`config.mk`:
```
export PLATFORM = sky130hd
export DESIGN_NAME = uart_tcp_host_bridge
export DESIGN_NICKNAME = d
export VERILOG_FILES = /design/src/rtl/uart_tcp_host_bridge.sv
export SDC_FILE = /design/constraint.sdc
export NUM_CORES = 1
export LEC_CHECK = 0
export ABC_AREA = 0
export CORE_MARGIN = 1.5
export CORE_UTILIZATION = 42
export DETAILED_ROUTE_END_ITERATION = 16
export PLACE_DENSITY_LB_ADDON = 0.12
export RECOVER_POWER = 50
export SLEW_MARGIN = 20
export SYNTH_ARGS = -nofsm -noshare
export SYNTH_HDL_FRONTEND = slang
export SYNTH_SLANG_ARGS = --single-unit
export TNS_END_PERCENT = 30
```
`constraint.sdc`:
```
create_clock -name clk -period 1.7 [get_ports clk]
set_input_delay 0.34 -clock clk [delete_from_list [all_inputs] [get_ports clk]]
set_output_delay 0.34 -clock clk [all_outputs]
set_load 0.05 [all_outputs]
```
`src/rtl/uart_tcp_host_bridge.sv`:
```
// uart_tcp_host_bridge
//   Host-side peer of the chip's UART command mux. Turns typed host commands
//   into header/[addr]/data bytes on the UART TX stream. Turns header+data
//   byte pairs from the UART RX stream into typed responses.
//   Optional feature macro: UART_HOST_RX_TIMEOUT_EN. When it is defined, a
//   missing response data byte is abandoned after TIMEOUT_CYCLES cycles.
//
//   TX FSM
//   state   | meaning
//   TX_IDLE | ready for a host command
//   TX_HDR  | sending header byte {5'b0,type}
//   TX_ADDR | sending INFO field index
//   TX_DATA | sending payload byte
//
//   RX FSM
//   state   | meaning
//   RX_HDR  | waiting for a response header byte
//   RX_DATA | waiting for the data byte that goes with the header
//   RX_HOLD | response presented, waiting for the host to take it
module uart_tcp_host_bridge #(
  parameter int TIMEOUT_CYCLES = 65536
) (
  input  logic       clk,
  input  logic       rst,
  input  logic       cmd_tvalid,
  output logic       cmd_tready,
  input  logic [2:0] cmd_type,
  input  logic [7:0] cmd_addr,
  input  logic [7:0] cmd_tdata,
  output logic       cmd_err,
  output logic       uart_tx_tvalid,
  input  logic       uart_tx_tready,
  output logic [7:0] uart_tx_tdata,
  input  logic       uart_rx_tvalid,
  output logic       uart_rx_tready,
  input  logic [7:0] uart_rx_tdata,
  output logic       resp_tvalid,
  input  logic       resp_tready,
  output logic [2:0] resp_type,
  output logic [7:0] resp_tdata,
  output logic       hdr_err,
  output logic       rx_timeout
);

  typedef enum logic [1:0] {TX_IDLE, TX_HDR, TX_ADDR, TX_DATA} tx_state_t;
  typedef enum logic [1:0] {RX_HDR, RX_DATA, RX_HOLD} rx_state_t;

  localparam logic [2:0] T_PARROT = 3'd0;
  localparam logic [2:0] T_INFO   = 3'd7;

  // Command types the chip understands: PARROT, ETH_FRAME_IN, INSTRUCTION,
  // PAYLOAD_COMING, INFO.
  function automatic logic cmd_type_ok(input logic [2:0] t);
    return (t == 3'd0) || (t == 3'd1) || (t == 3'd4) || (t == 3'd6) || (t == 3'd7);
  endfunction

  // Response headers the chip can send: PARROT, ETH_FRAME_OUT,
  // REMAINING_LAYER, BRAIN_STATUS. Any upper bit set is unknown.
  function automatic logic rsp_hdr_ok(input logic [7:0] h);
    return (h == 8'd0) || (h == 8'd2) || (h == 8'd3) || (h == 8'd5);
  endfunction

  tx_state_t  tx_state, tx_next;
  logic [2:0] type_q;
  logic [7:0] addr_q;
  logic [7:0] data_q;
  logic       cmd_hs;
  logic       tx_hs;

  rx_state_t  rx_state, rx_next;
  logic [7:0] hdr_q;
  logic [2:0] resp_type_q;
  logic [7:0] resp_data_q;
  logic       rx_hs;
  logic       to_hit;

  assign cmd_tready     = !rst && (tx_state == TX_IDLE);
  assign cmd_hs         = cmd_tvalid && cmd_tready;
  assign cmd_err        = cmd_hs && !cmd_type_ok(cmd_type);
  assign uart_tx_tvalid = !rst && (tx_state != TX_IDLE);
  assign tx_hs          = uart_tx_tvalid && uart_tx_tready;

  // TX next state and byte mux; each byte advances only on its handshake.
  always_comb begin
    tx_next       = tx_state;
    uart_tx_tdata = 8'h00;
    case (tx_state)
      TX_IDLE: begin
        if (cmd_hs && cmd_type_ok(cmd_type)) tx_next = TX_HDR;
      end
      TX_HDR: begin
        uart_tx_tdata = {5'b0, type_q};
        if (tx_hs) begin
          if (type_q == T_PARROT)    tx_next = TX_IDLE;
          else if (type_q == T_INFO) tx_next = TX_ADDR;
          else                       tx_next = TX_DATA;
        end
      end
      TX_ADDR: begin
        uart_tx_tdata = addr_q;
        if (tx_hs) tx_next = TX_DATA;
      end
      TX_DATA: begin
        uart_tx_tdata = data_q;
        if (tx_hs) tx_next = TX_IDLE;
      end
      default: tx_next = TX_IDLE;
    endcase
    if (rst) uart_tx_tdata = 8'h00;
  end

  // TX state register and command capture on accept.
  always_ff @(posedge clk) begin
    if (rst) begin
      tx_state <= TX_IDLE;
      type_q   <= 3'd0;
      addr_q   <= 8'h00;
      data_q   <= 8'h00;
    end else begin
      tx_state <= tx_next;
      if (cmd_hs) begin
        type_q <= cmd_type;
        addr_q <= cmd_addr;
        data_q <= cmd_tdata;
      end
    end
  end

  assign uart_rx_tready = !rst && ((rx_state == RX_HDR) || (rx_state == RX_DATA));
  assign rx_hs          = uart_rx_tvalid && uart_rx_tready;
  assign resp_tvalid    = !rst && (rx_state == RX_HOLD);
  assign resp_type      = rst ? 3'd0 : resp_type_q;
  assign resp_tdata     = rst ? 8'h00 : resp_data_q;
  assign hdr_err        = rx_hs && (rx_state == RX_DATA) && !rsp_hdr_ok(hdr_q);
  assign rx_timeout     = !rst && to_hit;

`ifdef UART_HOST_RX_TIMEOUT_EN
  localparam int CNT_W = $clog2(TIMEOUT_CYCLES + 1);
  logic [CNT_W-1:0] to_cnt;

  // A byte landing on the terminal cycle wins over the timeout.
  assign to_hit = (rx_state == RX_DATA) && !rx_hs &&
                  (to_cnt == CNT_W'(TIMEOUT_CYCLES - 1));

  // Wait counter: zero outside RX_DATA, counts idle RX_DATA cycles.
  always_ff @(posedge clk) begin
    if (rst || (rx_state != RX_DATA)) to_cnt <= '0;
    else if (!rx_hs)                  to_cnt <= to_cnt + 1'b1;
  end
`else
  logic unused_timeout_cfg;
  assign unused_timeout_cfg = ^TIMEOUT_CYCLES;
  assign to_hit = 1'b0;
`endif

  // RX next state: header, data, then hold the response until taken.
  always_comb begin
    rx_next = rx_state;
    case (rx_state)
      RX_HDR: begin
        if (rx_hs) rx_next = RX_DATA;
      end
      RX_DATA: begin
        if (rx_hs)       rx_next = rsp_hdr_ok(hdr_q) ? RX_HOLD : RX_HDR;
        else if (to_hit) rx_next = RX_HDR;
      end
      RX_HOLD: begin
        if (resp_tready) rx_next = RX_HDR;
      end
      default: rx_next = RX_HDR;
    endcase
  end

  // RX state register, header capture and response load.
  always_ff @(posedge clk) begin
    if (rst) begin
      rx_state    <= RX_HDR;
      hdr_q       <= 8'h00;
      resp_type_q <= 3'd0;
      resp_data_q <= 8'h00;
    end else begin
      rx_state <= rx_next;
      if (rx_hs && (rx_state == RX_HDR)) hdr_q <= uart_rx_tdata;
      if (rx_hs && (rx_state == RX_DATA) && rsp_hdr_ok(hdr_q)) begin
        resp_type_q <= hdr_q[2:0];
        resp_data_q <= uart_rx_tdata;
      end
    end
  end

endmodule

```
==> impl_metrics.py <==
metrics = {
    "timing": {
        "relSlewSlack_pct": 62.3,
        "hold_viol_final": 0,
        "tightest_slew_ns": 0.566,
        "final.period_utilization_pct": 112,
        "clock_skew_ns": 0.00415,
        "hold_ws_ns": 0.440,
        "period_needed_ns": 1.90,
        "setup_ws_ns": -0.202,
        "finalMaxSlewViolations": 0,
        "max_freq_mhz": 526,
        "tns_ns": -0.476,
        "rsz0062_at_grt": "yes",
        "setup_viol": 12,
    },
    "detailed_routing": {
        "wirelength_um": 4150,
        "drc": 0,
        "via_per_inst": 4.86,
        "wl_per_cell_um": 12.6,
        "antenna_left": 0,
        "first_iter_violations": 63,
        "via_count": 1605,
        "first_pass_iters": 4,
    },
    "place": {
        "io_buffer_count": 57,
        "dpl.hpwl_um": 2800,
        "postPlaceCellArea_sq_um": 2640,
        "post-place-ws_ns": -0.0683,
        "routabilityCongestion": 0.713,
    },
    "synth": {
        "yosysWarnings": 0,
        "syn-mean-instance-area_sq_um": 8.97,
        "syn_nets": 247,
        "synth_area_leaders": "dfxtp_1 (44%), nand2b_1 (9.5%), mux2_4 (7.0%)",
        "netlist_area_sq_um": 1920,
        "synth.top_cell.area_share_pct": 43.8,
        "synth_top_area_cell": "dfxtp_1",
        "synth_top_flop_cell": "dfxtp_1",
        "ys_async_sr_fraction_pct": 0,
        "ys_top_cells_by_count": "dfxtp_1 (42), nand2b_1 (29), nand2_1 (27)",
        "synth_most_common_cell": "dfxtp_1",
        "ys_seq_area_share_pct": 43.8,
        "synth-edff-count": 0,
        "synth_cell_types": 31,
        "synth_cells": 214,
        "ys_ff_latch": 42,
    },
    "min_path": {
        "worst_hold_path_type": "in -> reg",
    },
    "worst_setup_path": {
        "end_kind": "output pin",
        "critPathRequiredTime_ns": 1.36,
        "cp.arrival_ns": 1.56,
        "slowest_stage": "or4_4",
        "crit_path_max_incr_delay_ns": 0.53,
        "r2r_slack_ns": -0.06,
        "crit_chain": "or4_4 > nor2_4 > buf_6 > a21oi_4 > buf_12",
        "crit_type": "reg -> out",
        "cp_max_fo": 2,
        "cp-start-kind": "register",
    },
    "cts": {
        "path_clk_slew_ns": 0.07,
        "cts-hold-fix-buffers": 0,
        "cts_root_buf": "clkbuf_8",
        "h-tree-depth": 2,
        "clk_latency_ns": 0.29,
        "numCtsBuffers": 5,
        "cts_tree": "built",
        "clock_path_buffers": 2,
        "cts.sinks": 42,
    },
    "floorplanning": {
        "start_util_pct": 43.8,
        "die_x_um": 70.6,
        "rows": 24,
        "core_area_sq_um": 4380,
        "dieArea_sq_um": 4980,
        "die_h_um": 70.6,
        "io_pins": 59,
    },
    "final_layout": {
        "n_antenna_cell": 0,
        "final_area_sq_um": 2860,
        "finish.utilization_pct": 65.3,
        "multiInputGateArea_sq_um": 1160,
        "area_growth_pct": 49.2,
        "nets": 311,
        "seq_area_sq_um": 848,
        "drive_gt1_share_pct": 32.7,
        "fill_cells": 393,
    },
    "global_routing": {
        "grt_max_degree": 39,
        "grt-ovfl-total": 0,
        "grt_pass1_vias": 1515,
        "grt_antenna_before_repair": 0,
        "grt_pass1_wl_um": 6730,
        "track_usage_pct": 16.6,
    },
    "outcome": {
        "status": "finished, violations left",
        "violations": "negative setup slack",
    },
    "power": {
        "p_leak_nw": 1.14,
        "ir_drop_uv": 673,
        "power_density_nw_per_um2": 762,
    },
    "run": {
        "drv_cap": 0,
    },
}
-- stage by stage --
stage	cells	power (mW)
finish	330	2.18
global route	330	2.29
CTS	328	2.19
detailed placement	320	1.55
global placement	320	1.55
floorplan	214	1.37
-- final cells by class --
cell class | count | share of cell area [%]
timing repair buffer | 71 | 24.5
multi-input combinational | 156 | 40.6
inverter | 2 | 0.262
tap | 52 | 2.27
sequential | 42 | 29.6
clock buffer | 7 | 2.67
-- metal layers --
metal / track usage (%) / up-vias / part of all wire [%] / routed length, um
met3: 4.42 / 8 / 4.4 / 182
met4: 5.03 / 0 / 1.2 / 48
met5: 0 / - / 0 / 0
met1: 20.9 / 725 / 48 / 1980
met2: 27.9 / 34 / 47 / 1930
li1: - / 838 / - / -
-- where the power goes --
group	internal, mW	switching (mW)	leakage (nW)
clock network	0.283	0.311	0.0383
registers	1.05	0.0551	0.346
logic	0.245	0.232	0.751
total	1.58	0.598	1.14
-- critical path, delay by kind of cell (launching register included) --
kind | cells | cell delay (ns)
simple gates | 2 | 0.64
flops | 1 | 0.32
buf+inv | 2 | 0.27
compound gates | 1 | 0.05
-- cells by family (layout without fill, tap and decap cells) --
family                    Yosys count  count (layout)  synth area share [%]
AOI/OAI and AO/OA                  36              36                  10.4
xor gates and xnor gates            2               2                 0.913
buffers and inverters              17              80                  3.98
DFF                                42              42                  43.8
muxes                              20              20                  13.1
other                               1               1                 0.195
and+or+nand+nor                    96              97                  27.6
-- final timing paths --
| path | from | end | cells after the start |
|---|---|---|---|
| worst max-delay path | hdr_q[3] | hdr_err | 5 |
| worst min-delay path | cmd_type[2] | type_q[2] | 3 |
| worst max register to register | hdr_q[3] | resp_data_q[5] | 5 |
| worst min register to register | hdr_q[5] | hdr_q[5] | 2 |
-- cell usage in the layout (no fill, tap or decap), types with 2 or more instances in the layout --
master,Yosys,layout
a22oi_2,0,3
buf_12,0,5
buf_2,1,2
buf_4,1,19
buf_6,1,10
clkbuf_1,12,3
clkbuf_2,0,2
clkbuf_8,0,5
clkdlybuf4s50_1,0,28
dfxtp_1,42,38
dfxtp_2,0,3
dlygate4sd2_1,0,2
inv_1,2,2
mux2_2,5,2
mux2_4,9,12
mux2i_1,6,2
mux2i_2,0,2
mux2i_4,0,2
nand2_1,27,27
nand2b_1,29,28
nor2_1,13,3
nor2_2,0,7
nor2_4,1,4
nor2b_1,15,13
nor3_1,5,2
nor3_2,0,2
o21ai_0,25,25
o21ai_1,2,2
-- what timing repair did --
action                                  CTS  global route
gates cloned                              0             1
buffers inserted                          1             1
resized for setup                        27             9
pin swaps                                 4             4
endpoints found under the setup margin   10            21
-- registers in the layout (all words and copies together) (netlist names), named ones only --
register     count
resp_data_q      8
type_q           3
tx_state         1
addr_q           8
rx_state         2
data_q           8
resp_type_q      3
hdr_q            8
No activity file was read; power rests on OpenSTA's default activity.
